==> src/rtl/matmul_pkg.sv <==
// Shared definitions for the matrix-multiply datapath and its sequencer:
// sequencer state encoding and index/address width helpers.
package matmul_pkg;

    typedef enum logic [2:0] {
        S_IDLE      = 3'd0,
        S_START     = 3'd1,
        S_STREAM    = 3'd2,
        S_DRAIN     = 3'd3,
        S_WAIT_DONE = 3'd4,
        S_FIN       = 3'd5
    } state_t;

    // Index width that never collapses to zero bits for a size of 1.
    function automatic int max1clog2(input int n);
        return (n <= 2) ? 1 : $clog2(n);
    endfunction

    function automatic int idx_width(input int rows, input int cols);
        return max1clog2(rows * cols);
    endfunction

endpackage

==> src/rtl/mat_index_counter.sv <==
// Row-major (row, col) walker over a ROWS x COLS matrix with linear address
// and a flag marking the final element.
module mat_index_counter
    import matmul_pkg::*;
#(
    parameter int ROWS = 4,
    parameter int COLS = 3,
    localparam int RW = max1clog2(ROWS),
    localparam int CW = max1clog2(COLS),
    localparam int AW = idx_width(ROWS, COLS)
) (
    input  logic          clk,
    input  logic          rst_n,
    input  logic          clr,
    input  logic          en,
    output logic [RW-1:0] row,
    output logic [CW-1:0] col,
    output logic [AW-1:0] addr,
    output logic          last
);

    localparam logic [RW-1:0] ROW_MAX = RW'(ROWS - 1);
    localparam logic [CW-1:0] COL_MAX = CW'(COLS - 1);

    logic [RW-1:0] row_q, row_d;
    logic [CW-1:0] col_q, col_d;

    always_comb begin
        row_d = row_q;
        col_d = col_q;
        if (clr) begin
            row_d = '0;
            col_d = '0;
        end else if (en) begin
            if (col_q == COL_MAX) begin
                col_d = '0;
                row_d = (row_q == ROW_MAX) ? '0 : row_q + RW'(1);
            end else begin
                col_d = col_q + CW'(1);
            end
        end
    end

    always_ff @(posedge clk) begin
        if (!rst_n) begin
            row_q <= '0;
            col_q <= '0;
        end else begin
            row_q <= row_d;
            col_q <= col_d;
        end
    end

    assign row  = row_q;
    assign col  = col_q;
    assign addr = AW'(row_q) * AW'(COLS) + AW'(col_q);
    assign last = (row_q == ROW_MAX) && (col_q == COL_MAX);

endmodule

==> src/rtl/matmul_seq_driver.sv <==
// Command-driven sequencer: streams A/B operands from RAM into matrix_mult as
// tagged elements and writes the tagged C result stream into a result RAM.
module matmul_seq_driver
    import matmul_pkg::*;
#(
    parameter int DATA_WIDTH = 16,
    parameter int M = 4,
    parameter int N = 2,
    parameter int K = 3,
    localparam int MW  = max1clog2(M),
    localparam int NW  = max1clog2(N),
    localparam int KW  = max1clog2(K),
    localparam int AAW = idx_width(M, K),
    localparam int BAW = idx_width(K, N),
    localparam int CAW = idx_width(M, N)
) (
    input  logic                  clk,
    input  logic                  rst_n,
    // cmd handshake: a command is taken on any edge where cmd_valid && cmd_ready;
    // cmd_ready is high only in IDLE, and cmd_valid elsewhere is simply ignored.
    input  logic                  cmd_valid,
    output logic                  cmd_ready,
    output logic                  busy,
    output logic                  done,
    output logic                  err,
    output logic                  a_rd_en,
    output logic [AAW-1:0]        a_rd_addr,
    input  logic [DATA_WIDTH-1:0] a_rd_data,
    output logic                  b_rd_en,
    output logic [BAW-1:0]        b_rd_addr,
    input  logic [DATA_WIDTH-1:0] b_rd_data,
    output logic                  mm_start,
    output logic [DATA_WIDTH-1:0] mm_a_data,
    output logic [MW-1:0]         mm_a_row,
    output logic [KW-1:0]         mm_a_col,
    output logic                  mm_a_valid,
    output logic [DATA_WIDTH-1:0] mm_b_data,
    output logic [KW-1:0]         mm_b_row,
    output logic [NW-1:0]         mm_b_col,
    output logic                  mm_b_valid,
    input  logic [DATA_WIDTH-1:0] mm_c_data,
    input  logic [MW-1:0]         mm_c_row,
    input  logic [NW-1:0]         mm_c_col,
    input  logic                  mm_c_valid,
    input  logic                  mm_done,
    output logic                  c_wr_en,
    output logic [CAW-1:0]        c_wr_addr,
    output logic [DATA_WIDTH-1:0] c_wr_data,
    output state_t                dbg_state
);

    state_t state_q, state_d;
    logic   err_q, err_d;
    logic   a_fin_q, a_fin_d, b_fin_q, b_fin_d;
    logic   cnt_clr, a_last, b_last;

    logic [MW-1:0]  a_row;
    logic [KW-1:0]  a_col;
    logic [AAW-1:0] a_addr;
    logic [KW-1:0]  b_row;
    logic [NW-1:0]  b_col;
    logic [BAW-1:0] b_addr;

    logic                  mm_a_valid_q, mm_a_valid_d, mm_b_valid_q, mm_b_valid_d;
    logic [MW-1:0]         mm_a_row_q, mm_a_row_d;
    logic [KW-1:0]         mm_a_col_q, mm_a_col_d, mm_b_row_q, mm_b_row_d;
    logic [NW-1:0]         mm_b_col_q, mm_b_col_d;
    logic                  c_wr_en_q, c_wr_en_d;
    logic [CAW-1:0]        c_wr_addr_q, c_wr_addr_d;
    logic [DATA_WIDTH-1:0] c_wr_data_q, c_wr_data_d;

    mat_index_counter #(.ROWS(M), .COLS(K)) u_a_cnt (
        .clk(clk), .rst_n(rst_n), .clr(cnt_clr), .en(a_rd_en),
        .row(a_row), .col(a_col), .addr(a_addr), .last(a_last)
    );

    mat_index_counter #(.ROWS(K), .COLS(N)) u_b_cnt (
        .clk(clk), .rst_n(rst_n), .clr(cnt_clr), .en(b_rd_en),
        .row(b_row), .col(b_col), .addr(b_addr), .last(b_last)
    );

    always_comb begin
        state_d  = state_q;
        err_d    = err_q;
        a_fin_d  = a_fin_q;
        b_fin_d  = b_fin_q;
        cnt_clr  = 1'b0;
        mm_start = 1'b0;
        done     = 1'b0;
        a_rd_en  = 1'b0;
        b_rd_en  = 1'b0;
        case (state_q)
            S_IDLE: begin
                if (cmd_valid) begin
                    err_d   = 1'b0;
                    state_d = S_START;
                end
            end
            S_START: begin
                mm_start = 1'b1;
                cnt_clr  = 1'b1;
                a_fin_d  = 1'b0;
                b_fin_d  = 1'b0;
                state_d  = S_STREAM;
            end
            S_STREAM: begin
                a_rd_en = !a_fin_q;
                b_rd_en = !b_fin_q;
                if (a_rd_en && a_last) a_fin_d = 1'b1;
                if (b_rd_en && b_last) b_fin_d = 1'b1;
                // Exit on the registered flags so the last read's data still
                // has the DRAIN cycle to emerge.
                if (a_fin_q && b_fin_q) state_d = S_DRAIN;
            end
            S_DRAIN:     state_d = S_WAIT_DONE;
            S_WAIT_DONE: if (mm_done) state_d = S_FIN;
            S_FIN: begin
                done    = 1'b1;
                state_d = S_IDLE;
            end
            default: state_d = S_IDLE;
        endcase
        if (mm_done && (state_q == S_START || state_q == S_STREAM || state_q == S_DRAIN))
            err_d = 1'b1;
    end

    always_comb begin
        mm_a_valid_d = a_rd_en;
        mm_a_row_d   = a_row;
        mm_a_col_d   = a_col;
        mm_b_valid_d = b_rd_en;
        mm_b_row_d   = b_row;
        mm_b_col_d   = b_col;
        c_wr_en_d    = mm_c_valid && (state_q != S_IDLE);
        c_wr_addr_d  = c_wr_addr_q;
        c_wr_data_d  = c_wr_data_q;
        if (c_wr_en_d) begin
            c_wr_addr_d = CAW'(mm_c_row) * CAW'(N) + CAW'(mm_c_col);
            c_wr_data_d = mm_c_data;
        end
    end

    always_ff @(posedge clk) begin
        if (!rst_n) begin
            state_q      <= S_IDLE;
            err_q        <= 1'b0;
            a_fin_q      <= 1'b0;
            b_fin_q      <= 1'b0;
            mm_a_valid_q <= 1'b0;
            mm_a_row_q   <= '0;
            mm_a_col_q   <= '0;
            mm_b_valid_q <= 1'b0;
            mm_b_row_q   <= '0;
            mm_b_col_q   <= '0;
            c_wr_en_q    <= 1'b0;
            c_wr_addr_q  <= '0;
            c_wr_data_q  <= '0;
        end else begin
            state_q      <= state_d;
            err_q        <= err_d;
            a_fin_q      <= a_fin_d;
            b_fin_q      <= b_fin_d;
            mm_a_valid_q <= mm_a_valid_d;
            mm_a_row_q   <= mm_a_row_d;
            mm_a_col_q   <= mm_a_col_d;
            mm_b_valid_q <= mm_b_valid_d;
            mm_b_row_q   <= mm_b_row_d;
            mm_b_col_q   <= mm_b_col_d;
            c_wr_en_q    <= c_wr_en_d;
            c_wr_addr_q  <= c_wr_addr_d;
            c_wr_data_q  <= c_wr_data_d;
        end
    end

    assign cmd_ready  = (state_q == S_IDLE) && rst_n;
    assign busy       = (state_q != S_IDLE);
    assign err        = err_q;
    assign a_rd_addr  = a_addr;
    assign b_rd_addr  = b_addr;
    assign mm_a_data  = a_rd_data;
    assign mm_a_row   = mm_a_row_q;
    assign mm_a_col   = mm_a_col_q;
    assign mm_a_valid = mm_a_valid_q;
    assign mm_b_data  = b_rd_data;
    assign mm_b_row   = mm_b_row_q;
    assign mm_b_col   = mm_b_col_q;
    assign mm_b_valid = mm_b_valid_q;
    assign c_wr_en    = c_wr_en_q;
    assign c_wr_addr  = c_wr_addr_q;
    assign c_wr_data  = c_wr_data_q;
    assign dbg_state  = state_q;

endmodule

==> config.mk <==
export PLATFORM = sky130hd
export DESIGN_NAME = matmul_seq_driver
export DESIGN_NICKNAME = d
export VERILOG_FILES = /design/src/rtl/matmul_pkg.sv /design/src/rtl/mat_index_counter.sv /design/src/rtl/matmul_seq_driver.sv
export SDC_FILE = /design/constraint.sdc
export NUM_CORES = 1
export LEC_CHECK = 0
export ABC_AREA = 1
export BUFFER_PORTS_ARGS = -buffer_cell sky130_fd_sc_hd__buf_4
export CORE_MARGIN = 3
export CORE_UTILIZATION = 34
export CTS_BUF_LIST = sky130_fd_sc_hd__clkbuf_4 sky130_fd_sc_hd__clkbuf_8
export DETAILED_ROUTE_END_ITERATION = 6
export PLACE_DENSITY = 0.72
export SKIP_CTS_REPAIR_TIMING = 1
export SYNTH_ARGS = -nofsm -noshare
export SYNTH_HDL_FRONTEND = slang
export SYNTH_SLANG_ARGS = --single-unit
export TNS_END_PERCENT = 5
==> constraint.sdc <==
create_clock -name clk -period 1.5 [get_ports clk]
set_input_delay 0.075 -clock clk [delete_from_list [all_inputs] [get_ports clk]]
set_output_delay 0.075 -clock clk [all_outputs]
set_load 0.02 [all_outputs]
==> flow_summary.ini <==
[floorplan]
core-area_um2 = 5570
row_count = 27
start_util_pct = 35.4
die_h_um = 82.2
fp.dieW_um = 82.2
dieArea_um2 = 6760
io_pins = 134

[layout]
stdcell_count = 371
syn_to_final_growth_pct = 24.0
diodes = 0
layout.nets = 359
postLayoutCoreUtil_pct = 44.0
fin_area_um2 = 2450
drive_gt1_share_pct = 36.1
fill_cells = 588

[logic_synthesis]
yosysSeqAreaShare_pct = 42.6
ys_ff_latch = 42
synthCells = 253
synth_cell_type_count = 25
synthArstFlopShare_pct = 0
synth_flop_cell = dfxtp_1
yosys.area.top_type = dfxtp_1
yosysWarnings = 0
synth_edf_count = 0
synth_area_um2 = 1980
synth.most_common_cell = nor2_1
ys_top_cells_by_count = nor2_1 (43), dfxtp_1 (42), buf_4 (33), inv_1 (31), nand2_1 (28)
synth_area_leaders = dfxtp_1 (43%), buf_4 (13%), nor2_1 (8.2%)
yosys.area.top_type_share_pct = 42.6
syn_area_per_cell_um2 = 7.81
synth.net_count = 314

[global_routing]
antenna_found_initial = 0
grt_max_degree = 20
track_usage_pct = 12.5
gr-usage-met3_pct = 3.15
global_route.overflow_total = 0
top_usage_layer = met2
grt_util_met2_pct = 22.0
met1_usage_pct = 14.0
grt_pass1_vias = 1494
grt_first_pass_wirelength_um = 6600

[clock_network]
cts.sinks = 42
cts_buffer_depth = 2
clkLatencyLatePin_ns = 0.29
htreeDepth = 2
cts_root_buf = clkbuf_8
cts_made_buffers = 5
cts_tree = done
clkTransAtPathRegs_ns = 0.08

[drt]
ant_nets = 0
drtPass1Iterations = 4
drc_errors = 0
vias = 1600
wl_per_cell_um = 11.0
drtIter0Drc = 58
via_per_inst = 4.31
drt_wl_total_um = 4100

[placed_design]
hpwl_um = 3190
io_buffers = 69
dp_cells = 363
dpl_cell_area_um2 = 2340
gp_congestion = 0.729

[timing]
slew_headroom_pct = 78.7
report.final.slew_viol_count = 0
finalCriticalPeriod_ns = 2.11
setup_tns_ns = -1.22
fin_ws_ns = -0.609
setup_viol = 3
fmax_mhz = 474
fin_skew_ns = 0.0124
rsz0062_at_grt = yes
hold_viol_final = 0
worst_pin_slew_ns = 0.318
fin_crit_sh_pct = 141

[min_path]
holdPathStages = 3
hp-class = in -> reg

[setup_path]
required_ns = 1.42
worst_ep_arrival_time_ns = 2.03
crit_path_frequent_cell = fa_1
critical_path_peak_fanout = 2
slowest_stage = fa_1
worst-r2r-cell-count = 6
cp-end-kind = primary output
critical_path_class = reg -> out
slowest_delay_ns = 0.54
worstSetupStartpointType = flip-flop
path_cells = fa_1 -> ha_1 -> inv_1 -> fa_1 -> inv_2 -> buf_4

[job]
max-cap-violations = 0

[pwr]
p_per_area_nw_per_um2 = 1250
total_power_mw = 3.05
ir_drop_mv = 0.487
p_leak_nw = 1.25

[status]
outcome = finished with violations
violations = setup timing
## critical path, delay by kind of cell (launching register included)
kind / cells / cell delay (ns)
adder cells (fa/ha/maj): 3 / 1.18
buffers and inverters: 3 / 0.22
flip-flops: 1 / 0.34
## report_power, final
group          internal, mW  switching, mW  total (mW)
Sequential             1.25         0.0951        1.34
Combinational         0.404          0.560       0.964
Clock                 0.389          0.358       0.748
Total                  2.04           1.01        3.05
## stage by stage
step                setup WS [ns]  hold slack (ns)
floorplan                  -0.155            0.220
global placement           -0.250            0.150
detailed placement         -0.292            0.150
CTS                        -0.634           0.0290
global route               -0.677           0.0412
finish                     -0.609           0.0333
## placed cells by master, fill, tap and decap left out
| cell type | instances |
|---|---|
| dfxtp_2 | 2 |
| o21ai_0 | 18 |
| nor3_1 | 2 |
| clkinv_2 | 1 |
| nor2_4 | 1 |
| or2_2 | 1 |
| nand3_1 | 7 |
| a21oi_1 | 6 |
| ha_1 | 3 |
| nand2_1 | 28 |
| buf_6 | 1 |
| inv_1 | 30 |
| nor2_1 | 43 |
| clkbuf_8 | 6 |
| o21ai_1 | 4 |
| nor2_2 | 11 |
| inv_2 | 2 |
| clkinv_1 | 1 |
| nand2_4 | 2 |
| and3_1 | 1 |
| clkbuf_4 | 1 |
| a31oi_1 | 1 |
| dfxtp_1 | 40 |
| fa_1 | 2 |
| nand3_2 | 2 |
| inv_4 | 1 |
| buf_4 | 77 |
| nand4_1 | 5 |
## state kept, by name, summed over array words and instances (netlist names), 2 cells and up
name,cells
c_wr_addr,3
c_wr_data,16
dbg_state,3
mm_a_col,2
mm_a_row,2
mm_b_row,2
u_a_cnt.col,2
u_a_cnt.row,2
u_b_cnt.row,2
## metal layers
metal | vias up | wire length [µm]
met5 | - | 0
met1 | 704 | 1700
met3 | 10 | 298
met2 | 51 | 2040
li1 | 835 | -
met4 | 0 | 64
## area by class of cell
class,instances,area (µm²),area share (%)
Timing Repair Buffer,78,589,24.1
Tap cell,72,90.1,3.68
Sequential cell,42,843,34.4
Multi-Input combinational cell,137,702,28.7
Inverter,34,130,5.31
Clock buffer,7,90.1,3.68
Clock inverter,1,5.00,0.204
## final timing paths
path	endpoint	from	slack (ns)
max	a_rd_addr[2]	u_a_cnt.row[0]	-0.61
max reg2reg	c_wr_data[6]	dbg_state[0]	0.16
min	c_wr_data[2]	mm_c_data[2]	0.03
min reg2reg	mm_b_row[1]	u_b_cnt.row[1]	0.45
## logic make-up after synthesis
family / synth area share [%]
adders and majority gates: 3.93
DFF: 42.6
and+or+nand+nor: 23.9
buffers and inverters: 22.2
AOI/OAI and AO/OA: 7.41
(Power assumes the default switching activity.)
